**config.mk**
```make
export PLATFORM = sky130hd
export DESIGN_NAME = hazard_forward_ctrl
export DESIGN_NICKNAME = d
export VERILOG_FILES = /design/src/rtl/hazard_pkg.sv /design/src/rtl/hazard_forward_ctrl_reg_hit.sv /design/src/rtl/hazard_forward_ctrl.sv
export SDC_FILE = /design/constraint.sdc
export NUM_CORES = 1
export LEC_CHECK = 0
export ABC_CLOCK_PERIOD_IN_PS = 1900
export CORE_ASPECT_RATIO = 0.8
export CORE_UTILIZATION = 45
export CTS_BUF_LIST = sky130_fd_sc_hd__clkbuf_4 sky130_fd_sc_hd__clkbuf_8 sky130_fd_sc_hd__clkbuf_16
export DETAILED_ROUTE_END_ITERATION = 6
export PLACE_DENSITY = 0.71
export SYNTH_ARGS = -nofsm -noshare
export SYNTH_HDL_FRONTEND = slang
export SYNTH_HIERARCHICAL = 1
export SYNTH_SLANG_ARGS = --single-unit
```
**constraint.sdc**
```tcl
create_clock -name clock -period 1.9 [get_ports clock]
set_input_delay 0.38 -clock clock [delete_from_list [all_inputs] [get_ports clock]]
set_output_delay 0.38 -clock clock [all_outputs]
set_load 0.01 [all_outputs]
```
**src/rtl/hazard_pkg.sv**
```systemverilog
// Shared types and constants for the pipeline hazard/forwarding controller.
// Forward-select encodings match the EX operand mux wiring.
package hazard_pkg;

    localparam int REG_W_DEFAULT = 5;

    localparam logic [1:0] FWD_REG = 2'b00;
    localparam logic [1:0] FWD_WB  = 2'b01;
    localparam logic [1:0] FWD_MEM = 2'b10;

    typedef struct packed {
        logic                     valid;
        logic [REG_W_DEFAULT-1:0] dest;
        logic                     reg_write;
        logic                     mem_read;
    } stage_t;

endpackage

```
**src/rtl/hazard_forward_ctrl_reg_hit.sv**
```systemverilog
// Register-hit comparator: a live writer in some stage targets a source operand
// that the consumer actually reads. The zero register never matches.
module reg_hit #(
    parameter int               REG_W     = 5,
    parameter logic [REG_W-1:0] NREG_ZERO = '0
) (
    input  logic             valid,
    input  logic             reg_write,
    input  logic [REG_W-1:0] dest,
    input  logic [REG_W-1:0] src,
    input  logic             used,
    output logic             hit
);

    assign hit = valid & reg_write & used & (dest != NREG_ZERO) & (dest == src);

endmodule

```
**src/rtl/hazard_forward_ctrl.sv**
```systemverilog
// Hazard and forwarding controller for the 5-stage pipeline: tracks EX/MEM/WB
// writers, drives EX and ID forward selects, and stalls on load-use/branch-use.
module hazard_forward_ctrl
    import hazard_pkg::*;
#(
    parameter int               REG_W     = REG_W_DEFAULT,
    parameter logic [REG_W-1:0] NREG_ZERO = '0
) (
    input  logic             clock,
    input  logic             reset,
    input  logic             id_valid,
    input  logic [REG_W-1:0] id_rs,
    input  logic [REG_W-1:0] id_rt,
    input  logic             id_use_rs,
    input  logic             id_use_rt,
    input  logic [REG_W-1:0] id_dest,
    input  logic             id_reg_write,
    input  logic             id_mem_read,
    input  logic             id_branch,
    input  logic             flush,
    output logic             stall,
    output logic [1:0]       fwd_a,
    output logic [1:0]       fwd_b,
    output logic             id_fwd_a,
    output logic             id_fwd_b
);

    stage_t           ex_q;
    stage_t           mem_q;
    logic [REG_W-1:0] ex_rs;
    logic [REG_W-1:0] ex_rt;
    logic             wb_valid;
    logic [REG_W-1:0] wb_dest;
    logic             wb_reg_write;

    logic ex_hit_rs, ex_hit_rt, mem_hit_rs, mem_hit_rt;
    logic mem_hit_a, mem_hit_b, wb_hit_a, wb_hit_b;

    // ID operands against the writers in EX and MEM
    reg_hit #(.REG_W(REG_W), .NREG_ZERO(NREG_ZERO)) u_ex_rs (.valid(ex_q.valid), .reg_write(ex_q.reg_write), .dest(ex_q.dest), .src(id_rs), .used(id_use_rs), .hit(ex_hit_rs));
    reg_hit #(.REG_W(REG_W), .NREG_ZERO(NREG_ZERO)) u_ex_rt (.valid(ex_q.valid), .reg_write(ex_q.reg_write), .dest(ex_q.dest), .src(id_rt), .used(id_use_rt), .hit(ex_hit_rt));
    reg_hit #(.REG_W(REG_W), .NREG_ZERO(NREG_ZERO)) u_mem_rs (.valid(mem_q.valid), .reg_write(mem_q.reg_write), .dest(mem_q.dest), .src(id_rs), .used(id_use_rs), .hit(mem_hit_rs));
    reg_hit #(.REG_W(REG_W), .NREG_ZERO(NREG_ZERO)) u_mem_rt (.valid(mem_q.valid), .reg_write(mem_q.reg_write), .dest(mem_q.dest), .src(id_rt), .used(id_use_rt), .hit(mem_hit_rt));

    // EX operands against MEM and WB; unused EX operands were parked on the zero register
    reg_hit #(.REG_W(REG_W), .NREG_ZERO(NREG_ZERO)) u_mem_a (.valid(mem_q.valid), .reg_write(mem_q.reg_write), .dest(mem_q.dest), .src(ex_rs), .used(ex_q.valid), .hit(mem_hit_a));
    reg_hit #(.REG_W(REG_W), .NREG_ZERO(NREG_ZERO)) u_mem_b (.valid(mem_q.valid), .reg_write(mem_q.reg_write), .dest(mem_q.dest), .src(ex_rt), .used(ex_q.valid), .hit(mem_hit_b));
    reg_hit #(.REG_W(REG_W), .NREG_ZERO(NREG_ZERO)) u_wb_a (.valid(wb_valid), .reg_write(wb_reg_write), .dest(wb_dest), .src(ex_rs), .used(ex_q.valid), .hit(wb_hit_a));
    reg_hit #(.REG_W(REG_W), .NREG_ZERO(NREG_ZERO)) u_wb_b (.valid(wb_valid), .reg_write(wb_reg_write), .dest(wb_dest), .src(ex_rt), .used(ex_q.valid), .hit(wb_hit_b));

    always_comb begin
        stall    = id_valid & (((ex_q.mem_read | id_branch) & (ex_hit_rs | ex_hit_rt)) |
                               (id_branch & mem_q.mem_read & (mem_hit_rs | mem_hit_rt)));
        id_fwd_a = id_branch & mem_hit_rs & ~mem_q.mem_read;
        id_fwd_b = id_branch & mem_hit_rt & ~mem_q.mem_read;

        // A load in MEM is never a forward source; the stall already pushed it to WB
        fwd_a = FWD_REG;
        if (mem_hit_a & ~mem_q.mem_read) fwd_a = FWD_MEM;
        else if (wb_hit_a)               fwd_a = FWD_WB;

        fwd_b = FWD_REG;
        if (mem_hit_b & ~mem_q.mem_read) fwd_b = FWD_MEM;
        else if (wb_hit_b)               fwd_b = FWD_WB;
    end

    always_ff @(posedge clock) begin
        if (reset) begin
            ex_q         <= '0;
            mem_q        <= '0;
            ex_rs        <= NREG_ZERO;
            ex_rt        <= NREG_ZERO;
            wb_valid     <= 1'b0;
            wb_dest      <= '0;
            wb_reg_write <= 1'b0;
        end else begin
            wb_valid       <= mem_q.valid;
            wb_dest        <= mem_q.dest;
            wb_reg_write   <= mem_q.reg_write;
            mem_q          <= ex_q;
            ex_q.valid     <= id_valid & ~stall & ~flush;
            ex_q.dest      <= id_dest;
            ex_q.reg_write <= id_reg_write;
            ex_q.mem_read  <= id_mem_read;
            ex_rs          <= id_use_rs ? id_rs : NREG_ZERO;
            ex_rt          <= id_use_rt ? id_rt : NREG_ZERO;
        end
    end

endmodule

```
==> flow_summary.json, run 1 <==
{
  "rows": 18,
  "relSlewSlack_pct": 85.5,
  "fin_ws_ns": -0.307,
  "hold_class": "in2reg",
  "rsz0062_at_grt": "true",
  "fmax_mhz": 453,
  "hold_start": "id_rt[2]",
  "syn-num-nets": 185,
  "slew_viol_final": 0,
  "root_buffer": "clkbuf_8",
  "clock_latency_ns": 0.28,
  "fin_skew_ns": 0.00394,
  "setup_viol": 7,
  "initial_core_util_pct": 48.8,
  "cp_max_fo": 7,
  "period_minus_slack_ns": 2.21,
  "utilization_pct": 66.9,
  "drv_cap": 0,
  "wire_per_inst_um": 13.7,
  "cp.required_ns": 1.52,
  "port_buffers": 30,
  "place_congestion": 0.791,
  "regToRegSetupSlack_ns": 0.33,
  "final_hold_viol_count": 0,
  "drtAntennaViolNets": 0,
  "crit_path_end_kind": "output pin",
  "grt_max_degree": 14,
  "multi_input_area_sq_um": 916,
  "avgSynthCellArea_sq_um": 9.70,
  "die_h_um": 54.7,
  "antenna_found_initial": 0,
  "overflow": 0,
  "worstHoldEndpoint": "ex_rt[2]",
  "layout_commonest_cell": "xnor2_1",
  "synth_warnings": 6,
  "tns_ns": -1.27,
  "ios": 31,
  "tightest_slew_ns": 0.217,
  "cp-start-kind": "flip-flop",
  "r2r_start": "mem_q[3]",
  "drc": 0,
  "path_class": "reg2out",
  "core_sq_um": 3200,
  "hpwl_mm": 2.67,
  "seq_area_sq_um": 672,
  "wl_mm": 3.50,
  "cts_tree": "done",
  "grt_pass1_vias": 1263,
  "violations": "negative setup slack",
  "synth_area_sq_um": 1560,
  "drive_gt1_share_pct": 23.7,
  "dr.pass1.iters": 4,
  "dieWidth_um": 67.9,
  "leakage_uw": 0.000832,
  "syn_inst": 161,
  "area_delta_synth_final_pct": 36.9,
  "die_area_sq_um": 3710,
  "crit_slowest_cell": "or4_1",
  "nets": 239,
  "worstPathArrival_ns": 1.83,
  "outcome": "complete, but fails checks",
  "synthDistinctLibCells": 17,
  "diodes": 0,
  "final.period_utilization_pct": 116,
  "grt_use_total_pct": 21.6,
  "synth.ff_latch_count": 33,
  "rr_worst_depth": 5,
  "powerDensity_nw_per_um2": 700,
  "cpPeakStageDelay_ns": 0.54,
  "via_per_inst": 5.16,
  "clkTransAtPathRegs_ns": 0.06,
  "cts-buffers-inserted": 5,
  "h-tree-depth": 2,
  "grt_pass1_wl_mm": 5.60,
  "r2r-end": "ex_q[7]",
  "path_cells": "or4_1 > nor2_2 > nor3_2 > o211ai_1 > a21boi_1 > buf_2",
  "holdBufCountCts": 0,
  "cts_buffer_depth": 2,
  "ys_seq_area_share_pct": 42.3,
  "fillers": 244,
  "cts_sinks": 33,
  "final_cell_mix": "39 x xnor2_1, 28 x dfxtp_1, 22 x nor2b_1",
  "drt_iter0_markers": 45,
  "hold_depth": 2,
  "ir_drop_mv": 0.615,
  "route.vias.total": 1317
}
flip-flops by register name, summed over array words and instances, names as in the netlist:
register / flops
mem_q: 8
wb_valid: 1
wb_dest: 5
ex_rs: 5
ex_rt: 5
ex_q: 8
wb_reg_write: 1
where the power goes:
| part | total (uW) | internal [uW] | switching [uW] |
|---|---|---|---|
| Sequential | 753 | 719 | 33.7 |
| Combinational | 219 | 134 | 84.4 |
| Clock | 526 | 301 | 225 |
| Total | 1500 | 1150 | 343 |
kinds of logic after synthesis:
group,share of synthesized area [%]
compound gates,1.36
buf+inv,1.68
flops,42.3
xor+xnor,22.4
simple gates,32.2
worst max path at each step:
stage | slack [ns] | end | depth (start not counted) | startpoint
after floorplan | 0.13 | fwd_a[0] | 5 | mem_q[3]
after global placement | -0.76 | stall | 7 | id_rs[2]
after detailed placement | -0.82 | stall | 7 | id_rs[2]
after CTS | -0.31 | stall | 6 | mem_q[3]
after global routing | -0.39 | stall | 6 | mem_q[3]
final | -0.31 | stall | 6 | mem_q[3]
metrics by stage:
| stage | worst slack, ns | hold slack, ns | std cells | power (uW) | cell area [sq um] |
|---|---|---|---|---|---|
| finish | -0.307 | 0.416 | 255 | 1500 | 2140 |
| global route | -0.395 | 0.425 | 255 | 1580 | 2140 |
| CTS | -0.307 | 0.482 | 254 | 1500 | 2110 |
| detailed placement | -0.821 | 0.472 | 245 | 979 | 2010 |
| global placement | -0.763 | 0.465 | 245 | 973 | 2010 |
| floorplan | 0.135 | 0.438 | 161 | 879 | 1560 |
synth_stat cells:
cell type  count  share of area, %
xnor2_1       40                22
dfxtp_1       33                42
nor2b_1       24               9.6
nand4_1       16               6.4
and2_1        10               4.0
nor2_1         9               2.2
nor3_1         8               2.6
or4_1          8               3.8
and2b_2        2               1.1
and3_1         2              0.80
buf_6          2               1.4
nor2b_2        2               1.1
a21boi_0       1              0.48
and4_1         1              0.56
inv_1          1              0.24
o211ai_1       1              0.48
o22ai_1        1              0.40
critical path, delay by kind of cell (launching register included):
family	cells	cell delay, ns
AOI/OAI and AO/OA	2	0.31
buffers and inverters	1	0.14
DFF	1	0.36
and+or+nand+nor	3	0.72
cell type report:
cell class	instances	area share, %
multi-input cells	125	42.8
flip-flops and latches	33	31.4
repair buffers	49	19.0
clock buffers	7	4.21
well taps	40	2.34
inverters	1	0.176
routing by layer:
metal / global-route usage [%] / vias up / share of wire [%] / wire [um]
met4: 11.8 / 0 / 3.9 / 136
met1: 23.9 / 603 / 43 / 1490
met3: 7.50 / 16 / 4.9 / 173
met5: 0 / - / 0 / 0
met2: 36.8 / 42 / 49 / 1700
li1: - / 656 / - / -
repair_timing:
action                                  in CTS  in global routing
setup buffers                                3                  1
endpoints found under the setup margin       7                  7
resized for setup                           49                  8
pin swaps                                   10                  9
Power figures use the tool's default switching activity.
==> inputs of run 2 (changes only) <==
CAP_MARGIN = 20   (was not set)
==> results of run 2 <==
Final layout, timing and power as in run 1 (identical DEF).
==> RTL edit, RTL diff (config.mk and constraints of run 2) <==
Set the package constant `REG_W_DEFAULT` to 6 (it was 5).
--- a/src/rtl/hazard_pkg.sv
+++ b/src/rtl/hazard_pkg.sv
@@ -2,7 +2,7 @@
 // Forward-select encodings match the EX operand mux wiring.
 package hazard_pkg;
 
-    localparam int REG_W_DEFAULT = 5;
+    localparam int REG_W_DEFAULT = 6;
 
     localparam logic [1:0] FWD_REG = 2'b00;
     localparam logic [1:0] FWD_WB  = 2'b01;
Ports: changed (resized id_dest, id_rs and id_rt); port bits go from 31 to 34. The function was not compared with the original's and may differ.
==> RTL edit against run 2 <==
The run still ends with setup timing left. Worst setup slack got worse by 0.18 ns. Area after synthesis rose by 14%. Sequential cell count is 5 higher. Synthesized cell count is 16% higher. Power is 15% higher. Cell area is 20% higher. Non-clock buffer count increased by 8. Sequential share of layout area decreased by 1.2 points. Routed wire length is 28% higher. Critical path depth grew 1. Register-to-register slack worse by 0.17 ns. Critical path type unchanged. Largest power group unchanged.
==> RTL edit: results (changes against run 2) <==
[outcome]
outcome = finished with violations  ; unchanged
violations = setup timing  ; unchanged

[yosys]
synth_compound_area_frac = 0.07941  ; was 0.01362
synthesis.nets = 214  ; was 185
synth_commonest_cells = 38 x dfxtp_1, 32 x xnor2_1, 29 x nor2b_1  ; was 40 x xnor2_1, 33 x dfxtp_1, 24 x nor2b_1
yosys-top-cells-area = dfxtp_1 43%, xnor2_1 16%, nor2b_1 10%, a2111oi_1 4.5%, and2_1 4.2%  ; was dfxtp_1 42%, xnor2_1 22%, nor2b_1 9.6%, nand4_1 6.4%, and2_1 4.0%
synth_cell_types = 20  ; was 17
yosys_warnings = 6  ; unchanged
synth_xor_area_frac = 0.1968  ; was 0.2244
avgSynthCellArea_um2 = 9.521  ; was 9.699 µm²
seq_area_frac_synth = 0.4273  ; was 0.4231

[sta]
setup_tns_ns = -2.615  ; was -1.269 ns
setup_ws_ns = -0.4867  ; was -0.3072 ns
clock_skew_ns = 0.001790  ; was 0.003943 ns
tightestPinTransition_ns = 0.3795  ; was 0.2166 ns
setup_viol = 7  ; unchanged

[grt]
grt_max_degree = 16  ; was 14
grt_pass1_vias = 1609  ; was 1263
grt_pass1_wl_mm = 7.224  ; was 5.595 mm
grt_usage = 0.2305  ; was 0.2164

[place]
place_hpwl_mm = 3.388  ; was 2.668 mm
place_area_um2 = 2285  ; was 2009 µm²
pre_cts_ws_ns = -1.031  ; was -0.8208 ns
place.port_buffers = 33  ; was 30
placedCellCount = 289  ; was 245
gp_congestion = 0.8336  ; was 0.7913

[clock_tree]
htreeDepth = 2  ; unchanged
post_cts_resized = 56  ; was 49
cts_setup_buffers = 7  ; was 3
clkLatencyLatePin_ns = 0.28  ; about the same

[route]
viasPerCell = 5.016  ; was 5.165
avgRoutedWirePerCell_um = 14.72  ; was 13.72 µm
drt_iter0_markers = 63  ; was 45
wl_mm = 4.491  ; was 3.498 mm

[critical_path]
crit_path_top_delay_cell = or4_4  ; was or4_1
crit_arrival_ns = 2.01  ; was 1.83 ns
path_max_fanout = 4  ; was 7
critPathMaxStageDelay_ns = 0.54  ; about the same

[final_layout]
num-nets-final = 276  ; was 239
largest_registers = ex_q: 9 flops, mem_q: 9 flops  ; was ex_q: 8 flops, mem_q: 8 flops
fillers = 311  ; was 244

[pwr]
cellLeakagePower_nw = 0.9798  ; was 0.8321 nW
vdd.ir_drop.worst_mv = 0.4825  ; was 0.6154 mV

[min_path]
hold_path.class = register to register  ; was input port to register

RTL edit: path summary, 6_finish.rpt:
check / startpoint / end / slack, ns / cells after the start
worst max-delay path: mem_q[3]$_SDFF_PP0_ / stall / -0.49 / 7
worst min-delay path: ex_q[1]$_SDFF_PP0_ / mem_q[1]$_SDFF_PP0_ / 0.48 / 1
worst max register to register: mem_q[3]$_SDFF_PP0_ / ex_q[8]$_SDFF_PP0_ / 0.16 / 6
worst min register to register: ex_q[1]$_SDFF_PP0_ / mem_q[1]$_SDFF_PP0_ / 0.48 / 1
RTL edit: where the power goes:
part	leakage (nW)	internal, mW	switching (mW)	total [mW]
logic	0.617	0.161	0.122	0.283
clock network	0.0472	0.291	0.280	0.571
registers	0.315	0.826	0.0372	0.864
RTL edit: cells by family (layout without fill, tap and decap cells):
logic type	Yosys count	after routing
flip-flops	38	38
AND/OR/NAND/NOR	87	87
buffers and inverters	3	66
XOR/XNOR	40	40
AO/OA/AOI/OAI	19	19
RTL edit: area by class of cell:
cell class	instances	area [µm²]	area share
tap	55	68.82	0.02689
multi-input combinational	146	1130	0.4416
clock buffer	6	82.58	0.03227
inverter	1	3.754	0.001467
sequential	38	774.5	0.3027
clock inverter	2	12.51	0.004890
timing repair buffer	57	486.7	0.1902
RTL edit: metal layers:
layer  vias up  global-route usage  share of wire
met5         -                   0              0
met4         0              0.1064          0.025
met3        11             0.05043          0.027
met2        34              0.4152           0.52
met1       716              0.2612           0.43
li1        769                   -              -
RTL edit: worst register-to-register path, delay by kind of cell, from the launching register on:
family	cells	cell delay, ns
DFF	1	0.36
buffers and inverters	1	0.14
and+or+nand+nor	2	0.74
AOI/OAI and AO/OA	3	0.44
